$ cat src/rtl/rr_grant_arbiter_pkg.sv
// rtl/rr_grant_arbiter_pkg.sv - shared constants for the round-robin grant arbiter
package rr_grant_arbiter_pkg;

    localparam int NUM_REQ = 4;

    localparam logic [1:0] ST_IDLE  = 2'b00;
    localparam logic [1:0] ST_GRANT = 2'b01;
    localparam logic [1:0] ST_GAP   = 2'b10;

endpackage

$ cat src/rtl/rr_grant_arbiter_grant_decoder.sv
// rtl/rr_grant_arbiter_grant_decoder.sv - 2-to-4 enable decoder producing the one-hot grant
module grant_decoder
    import rr_grant_arbiter_pkg::*;
(
    input  logic [1:0]         grant_addr,
    input  logic               grant_valid,
    output logic [NUM_REQ-1:0] grant
);

    // Decode the owner index into a single set bit, or nothing when no owner exists.
    always_comb begin
        grant = '0;
        if (grant_valid) begin
            grant = NUM_REQ'(1) << grant_addr;
        end
    end

endmodule

$ cat src/rtl/rr_grant_arbiter.sv
// rtl/rr_grant_arbiter.sv - 4-way round-robin arbiter with hold limit and turnaround gap
module rr_grant_arbiter
    import rr_grant_arbiter_pkg::*;
#(
    parameter int MAX_HOLD = 8,
    parameter int CNT_W    = 4
) (
    input  logic               clk,
    input  logic               reset,
    input  logic [NUM_REQ-1:0] req,
    output logic [NUM_REQ-1:0] grant,
    output logic [1:0]         grant_addr,
    output logic               grant_valid,
    output logic               preempt
);

    localparam logic [CNT_W-1:0] HOLD_CAP = CNT_W'(MAX_HOLD - 1);

    logic [1:0]         state;
    logic [1:0]         ptr;
    logic [1:0]         owner;
    logic [CNT_W-1:0]   hold_cnt;
    logic               preempt_q;

    logic [NUM_REQ-1:0] rot_req;
    logic [1:0]         rot_idx;
    logic               pick_found;
    logic [1:0]         pick_idx;
    logic               others_wait;
    logic [NUM_REQ-1:0] owner_mask;

    // Rotate requests so ptr sits at bit 0, take the lowest set bit, then rotate the index back.
    always_comb begin
        rot_req = '0;
        rot_idx = 2'd0;
        for (int i = 0; i < NUM_REQ; i++) begin
            logic [1:0] src;
            src        = ptr + 2'(i);
            rot_req[i] = req[src];
        end
        for (int i = NUM_REQ - 1; i >= 0; i--) begin
            if (rot_req[i]) begin
                rot_idx = 2'(i);
            end
        end
        pick_found = |rot_req;
        pick_idx   = rot_idx + ptr;
    end

    // Anyone other than the current owner asking for the resource.
    always_comb begin
        owner_mask  = NUM_REQ'(1) << owner;
        others_wait = |(req & ~owner_mask);
    end

    // Ownership state machine; ptr moves past the owner only when ownership ends.
    always_ff @(posedge clk or posedge reset) begin
        if (reset) begin
            state     <= ST_IDLE;
            ptr       <= 2'd0;
            owner     <= 2'd0;
            hold_cnt  <= '0;
            preempt_q <= 1'b0;
        end else begin
            preempt_q <= 1'b0;
            case (state)
                ST_IDLE, ST_GAP: begin
                    if (pick_found) begin
                        state    <= ST_GRANT;
                        owner    <= pick_idx;
                        hold_cnt <= '0;
                    end else begin
                        state    <= ST_IDLE;
                        owner    <= 2'd0;
                    end
                end
                ST_GRANT: begin
                    if (!req[owner]) begin
                        // A voluntary release wins over a simultaneous hold-limit hit.
                        state <= ST_GAP;
                        ptr   <= owner + 2'd1;
                        owner <= 2'd0;
                    end else if ((hold_cnt == HOLD_CAP) && others_wait) begin
                        state     <= ST_GAP;
                        ptr       <= owner + 2'd1;
                        owner     <= 2'd0;
                        preempt_q <= 1'b1;
                    end else if (hold_cnt != HOLD_CAP) begin
                        hold_cnt <= hold_cnt + 1'b1;
                    end
                end
                default: begin
                    state <= ST_IDLE;
                    owner <= 2'd0;
                end
            endcase
        end
    end

    assign grant_valid = (state == ST_GRANT);
    assign grant_addr  = owner;
    assign preempt     = preempt_q;

    grant_decoder u_grant_decoder (
        .grant_addr  (grant_addr),
        .grant_valid (grant_valid),
        .grant       (grant)
    );

endmodule

$ cat config.mk
export PLATFORM = sky130hd
export DESIGN_NAME = rr_grant_arbiter
export DESIGN_NICKNAME = d
export VERILOG_FILES = /design/src/rtl/rr_grant_arbiter_pkg.sv /design/src/rtl/rr_grant_arbiter_grant_decoder.sv /design/src/rtl/rr_grant_arbiter.sv
export SDC_FILE = /design/constraint.sdc
export NUM_CORES = 1
export LEC_CHECK = 0
export BUFFER_PORTS_ARGS = -buffer_cell sky130_fd_sc_hd__buf_2
export CAP_MARGIN = 20
export CORE_MARGIN = 5
export CORE_UTILIZATION = 25
export CTS_BUF_LIST = sky130_fd_sc_hd__clkbuf_4 sky130_fd_sc_hd__clkbuf_8
export CTS_CLUSTER_DIAMETER = 200
export DETAILED_ROUTE_END_ITERATION = 10
export GPL_ROUTABILITY_DRIVEN = 0
export HOLD_SLACK_MARGIN = 0.12
export PLACE_DENSITY_LB_ADDON = 0.25
export SETUP_SLACK_MARGIN = 0.2
export SLEW_MARGIN = 20
export SYNTH_ARGS = -nofsm -noshare
export SYNTH_HDL_FRONTEND = slang
export SYNTH_SLANG_ARGS = --single-unit
export TNS_END_PERCENT = 100
$ cat constraint.sdc
create_clock -name clk -period 2.6 [get_ports clk]
set_input_delay 0.39 -clock clk [delete_from_list [all_inputs] [get_ports clk]]
set_output_delay 0.39 -clock clk [all_outputs]
set_load 0.01 [all_outputs]
After elaboration in Yosys (flattened, before gate mapping). Cells that the tools add are included.

Flip-flop bits (word level): 11. Input port bits: 6. Output and inout port bits: 8. Logic and storage cells: 70.

$add $sub $neg: 6. $lt $le $gt $ge: 5. Equality and inequality tests: 10. Shift operators: 1. Multiplexer cells: 33. Bitwise gates (word level): 2. Reductions and logical operators: 8.

Operators by type and width (number): $mux W2 (11); $mux W4 (5); $lt A2 B3 Y1 const B (5); $bmux W1 S2 (5); $mux W1 (9); $pmux W2 S2 (2); $pmux W4 S2 (1); $reduce_or A4 Y1 (2); $ne A2 B1 Y1 const B (3); $reduce_and A5 Y1 (1); $add A2 B1 Y2 const B (2); $add A2 B2 Y2 const B (2); $add A4 B1 Y4 const B (1); $and A4 B4 Y4 (1); $eq A4 B3 Y1 const B (1); $ne A2 B2 Y1 const B (2); $ne A4 B3 Y1 const B (1); $not A4 Y4 (1); $shl A1 B2 Y4 const A (1); $ne A3 B2 Y1 const B (1); $add A2 B2 Y2 (1); $eq A2 B1 Y1 const B (1); $eq A2 B2 Y1 const B (1); $logic_not A2 Y1 (1); other kinds (4) (4).

Longest topological paths before layout.
Depth in word-level cells: 10. Mapped depth: 9. Depth with buffers taken out: 8.

By module. Synthesis repeated with hierarchy kept, for this count alone.

Cells, all modules: 86. Area, all modules: 839.6 um2.

Modules (own cells, without submodules): rr_grant_arbiter (instances 1, cells an instance 82, area each 802.0 um2); grant_decoder (instances 1, cells an instance 4, area each 37.5 um2).

Least setup slack after synthesis. Ideal clock, no wire load.

Path kind: input port to flip-flop. Start: input port req[2]. End: register owner[1], in the netlist grant_addr[1]. Library setup time: 0.080 ns. Arrival time: 1.796 ns. Required time: 2.520 ns. Setup slack: 0.724 ns. Stages: 8. Path buffers: 1. Cell sequence: buf_6 o21a_1 a21oi_1 o211ai_1 ha_1 or3_1 a211o_1 o211ai_2.

Cells in the longest elaborated chain, start to end: 9. Elaborated cells on any way between the ends: 23.

Ends and longest elaborated chain: from (decl) (RTL line rr_grant_arbiter.sv:10) `input logic [NUM_REQ-1:0] req,`; $bmux W1 S2 (RTL line rr_grant_arbiter.sv:39) `rot_req[i] = req[src];`; $mux W1 (implied by the code) (RTL line rr_grant_arbiter.sv:39); $mux W2 (4 in a row) (RTL line rr_grant_arbiter.sv:42) `if (rot_req[i]) begin`; $add A2 B2 Y2 (RTL line rr_grant_arbiter.sv:47) `pick_idx = rot_idx + ptr;`; $mux W2 (RTL line rr_grant_arbiter.sv:68) `if (pick_found) begin`; $pmux W2 S2 (RTL line rr_grant_arbiter.sv:66) `case (state)`; to (signal assigned) (RTL line rr_grant_arbiter.sv:70) `owner <= pick_idx;`; to (decl) (RTL line rr_grant_arbiter.sv:21) `logic [1:0] owner;`.

Several ways; a longest one is shown, not always the timed one. The select of a mux whose other input is x is not followed. A chain may end at the register's enable or synchronous reset.

Final worst setup path.
Start: register ptr[0]. End: register owner[1], in the netlist grant_addr[1].

Cells in the longest elaborated chain, start to end: 10. Elaborated cells on any way between the ends: 19.

Ends and longest elaborated chain: from (decl) (RTL line rr_grant_arbiter.sv:20) `logic [1:0] ptr;`; from (signal assigned) (RTL line rr_grant_arbiter.sv:81) `ptr <= owner + 2'd1;`; from (signal assigned) (RTL line rr_grant_arbiter.sv:85) `ptr <= owner + 2'd1;`; $add A2 B2 Y2 (RTL line rr_grant_arbiter.sv:38) `src = ptr + 2'(i);`; $bmux W1 S2 (RTL line rr_grant_arbiter.sv:39); $mux W1 (implied by the code) (RTL line rr_grant_arbiter.sv:39); $mux W2 (4 in a row) (RTL line rr_grant_arbiter.sv:42); $add A2 B2 Y2 (RTL line rr_grant_arbiter.sv:47); $mux W2 * (RTL line rr_grant_arbiter.sv:68); $pmux W2 S2 * (RTL line rr_grant_arbiter.sv:66).

Mark *: on every way between the ends. The rest lies on a longest branch, timed or not. The select of a mux whose other input is x is not followed.

==> results summary <==
The run finished with clean final reports. From left edge to right edge, the die measures 67.26 um. The number of flops mapped to enable cells by yosys came out at 0. After global routing the overflow that remains totals 0.

The final design instance area without fill came out at 932.1 sq um. In this run the deepest clock path goes through 2 buffers. The number of sinks on the clock net came out at 11.

The upper clock frequency limit is 509.9 MHz. For this block, the initial DRC count from the detailed router was 44. The worst hold slack is 0.1130 ns. The share of the synthesized area in the top cell type is 33.59%. The initialized floorplan defines 20 standard-cell rows.

The post-synthesis sequential element count came out at 11. The library cell used as clock root buffer is clkbuf_4. The number of antenna violations at the first check in global routing was 0. The count of input and output buffers is 13. The data arrival time at the worst-slack endpoint is 2.15 ns. The DRC violation count after routing is 0. The total count of hold-check failures in the final report is 0. The total I/O pin count is 14.

The number of warning messages in the yosys log came out at 0. The instance area after placement is 902.1 sq um. The total wire length is 1734 um. Each instance of the synthesized netlist takes up on average 9.529 sq um. The count of unique library cells instantiated by Yosys came out at 36. The most used flip-flop cell after synthesis is dfrtp_1.

The area added between synthesis and finish is 13.74%. The die footprint is 4523 sq um. The number of placed instances, taps included, is 139. The worst-case setup margin in the final layout is 0.6390 ns.

Walking the worst path, the cells encountered are nand2_1 -> nor2_1 -> o21ai_0 -> o211ai_1 -> ha_1 -> or3_1 -> a211o_1 -> o211ai_2. The HPWL after detailed placement is 1341 um. The number of hold buffers added after CTS was 0. The number of buffers inserted by post-CTS setup repair is 0. The leakage power total came out at 0.4542 nW. The async set-reset flop share out of synthesis is 100.0%. The required time of the critical path is 2.79 ns. The register-to-register setup slack came out at 0.64 ns. The worst-case IR drop observed on VDD is 0.3218 mV. Ranked by total cell area, the synthesized netlist is headed by dfrtp_1, ha_1, mux2_4, buf_6, nand2_1. The cell with the largest stage delay on the worst path is dfrtp_1.

For the worst-skew pair, the clock arrives at the later sink with an insertion delay of 0.26 ns. The endpoint identified for the worst register-to-register timing path is grant_addr[1]. Dividing total power by cell area gives a power density of 948.2 nW/um^2. The pin count of the biggest net entering global routing is 12. The number of max-slew violations in the final report was 0. The antenna diode instance count is 0.

The kind of critical path is reg -> reg. The height of the die is 67.26 um. Clock-pin slew was measured on the worst setup and hold paths at 0.07 ns. The via count normalized by instance count is 4.517. The detail route stage leaves a number of antenna-violating nets equal to 0. The instance count of the mapped netlist is 86. For this run, the register share of the synthesized area comes to 33.59%.

The worst setup path is launched from a flip-flop. The deepest level of the CTS H-tree is 1. The first-pass GRT wire length came out at 2939 um.

The maximum fanout along the worst path came out at 11. Measured in cells, the most critical reg-to-reg path has a length of 8. The setup skew after layout came out at 0.001083 ns. The number of max-cap violations is 0. The worst-case setup slack after placement came out at 0.6089 ns. The accumulated negative setup slack came out at 0 ns. The number of buffers and inverters on the critical path is 0. The detailed router placed 646 vias in this run. The share of the clock period used by the worst path came out at 75.42%. After layout, the minimum clock period comes to 1.961 ns. The cell area after synthesis is 819.5 sq um.

The floorplan step defined a core boundary enclosing 3103 sq um. The synthesized netlist net count is 98. The TritonCTS clock tree is built. The tightest min-delay check is of the in -> async type.

The routed wire length per instance came out at 12.13 um. The count of TritonRoute iterations in the first routing pass came out at 4. The startpoint identified for the worst register-to-register timing path is ptr[0]. Once layout is complete, the cells apart from fillers number 143.

The number of nets in the finished design is 112. The pin slew with the least headroom to its limit is 0.5615 ns. The total routing resource utilization after global routing came out at 8.525%.

Headroom to the max-slew limit came out at 62.49%. Setup repair after global routing left no endpoint under its margin. The endpoint kind of the worst setup timing path is a flip-flop. The clock buffer count from CTS came out at 3. The total of cells resized after clock tree synthesis is 0. Setup violations remaining at the end of the flow were counted as 0.

Grouping stages by cell kind, the critical path spends the most delay in compound AO/OA/AOI/OAI gates. The fraction of final layout cells sized beyond drive strength 1 came out at 26.26%. The number of global-route vias before repair was 625.

The largest total area in the synthesized netlist belongs to dfrtp_1. The initial cell density of the core came out at 26.41%. On the worst path, the slowest cell contributes a delay of 0.51 ns.
-- cells in the mapped netlist, types with 2 or more instances --
master / n
ha_1: 6
o21ai_0: 5
mux2_4: 3
nand3_1: 2
nand2b_1: 3
dfrtp_1: 11
and2_1: 4
mux2i_1: 2
buf_6: 3
inv_1: 6
a21oi_1: 3
nand2_1: 8
nor4_1: 2
nor2_1: 6
-- where the power goes --
group | internal, mW | switching [mW]
combinational | 0.225 | 0.230
clock | 0.0697 | 0.0579
sequential | 0.228 | 0.0731
-- metal layers --
layer	global-route usage [%]	wire length, um	up-vias
met3	2.496	124	0
li1	-	-	323
met1	11.39	866	302
met5	0	0	-
met4	3.038	0	0
met2	13.01	742	21
-- cell type report --
cell class | count | area [sq um]
fillers | 339 | 2171
multi-input cells | 65 | 484.2
flip-flops and latches | 11 | 275.3
repair buffers | 13 | 65.06
well taps | 44 | 55.05
clock buffers | 4 | 30.03
inverters | 6 | 22.52
-- cell usage in the layout (no fill, tap or decap), drive strengths merged, types with 2 or more instances in the layout --
cell type  count
buf           13
dfrtp         11
nand2          9
nor2           6
inv            6
ha             6
o21ai          5
and2           5
clkbuf         4
a21oi          3
mux2           3
nand2b         3
nor4           2
nand3          2
mux2i          2
o211ai         2
-- sequential cells by signal (all words and copies together) (netlist names) --
register	count
grant_addr	2
ptr	2
hold_cnt	4
preempt	1
state	2
-- cell families after synthesis --
group	Yosys count	share of synthesized area [%]
adders and majority gates	6	9.160
buffers and inverters	10	7.327
muxes	6	10.69
AOI/OAI and AO/OA	15	13.59
DFF	11	33.59
and+or+nand+nor	36	23.51
xor gates and xnor gates	2	2.138
-- worst max-delay path by stage --
| stage | startpoint | end | cells past startpoint | slack [ns] |
|---|---|---|---|---|
| CTS | ptr[0] | grant_addr[1] | 8 | 0.63 |
| finish | ptr[0] | grant_addr[1] | 8 | 0.64 |
| detailed placement | req[2] | grant_addr[1] | 8 | 0.61 |
| global route | ptr[0] | grant_addr[1] | 7 | 0.51 |
| global placement | req[2] | grant_addr[1] | 8 | 0.64 |
| floorplan | req[2] | grant_addr[1] | 8 | 0.72 |
-- stage by stage --
stage / total power, mW / util [%]
6_report: 0.8838 / 30.04
5_1_grt: 0.9675 / 30.04
2_1_floorplan: 0.6566 / -
3_5_place_dp: 0.7651 / 29.07
4_1_cts: 0.8973 / 30.04
3_3_place_gp: 0.7612 / 29.07
(Power assumes the default switching activity.)
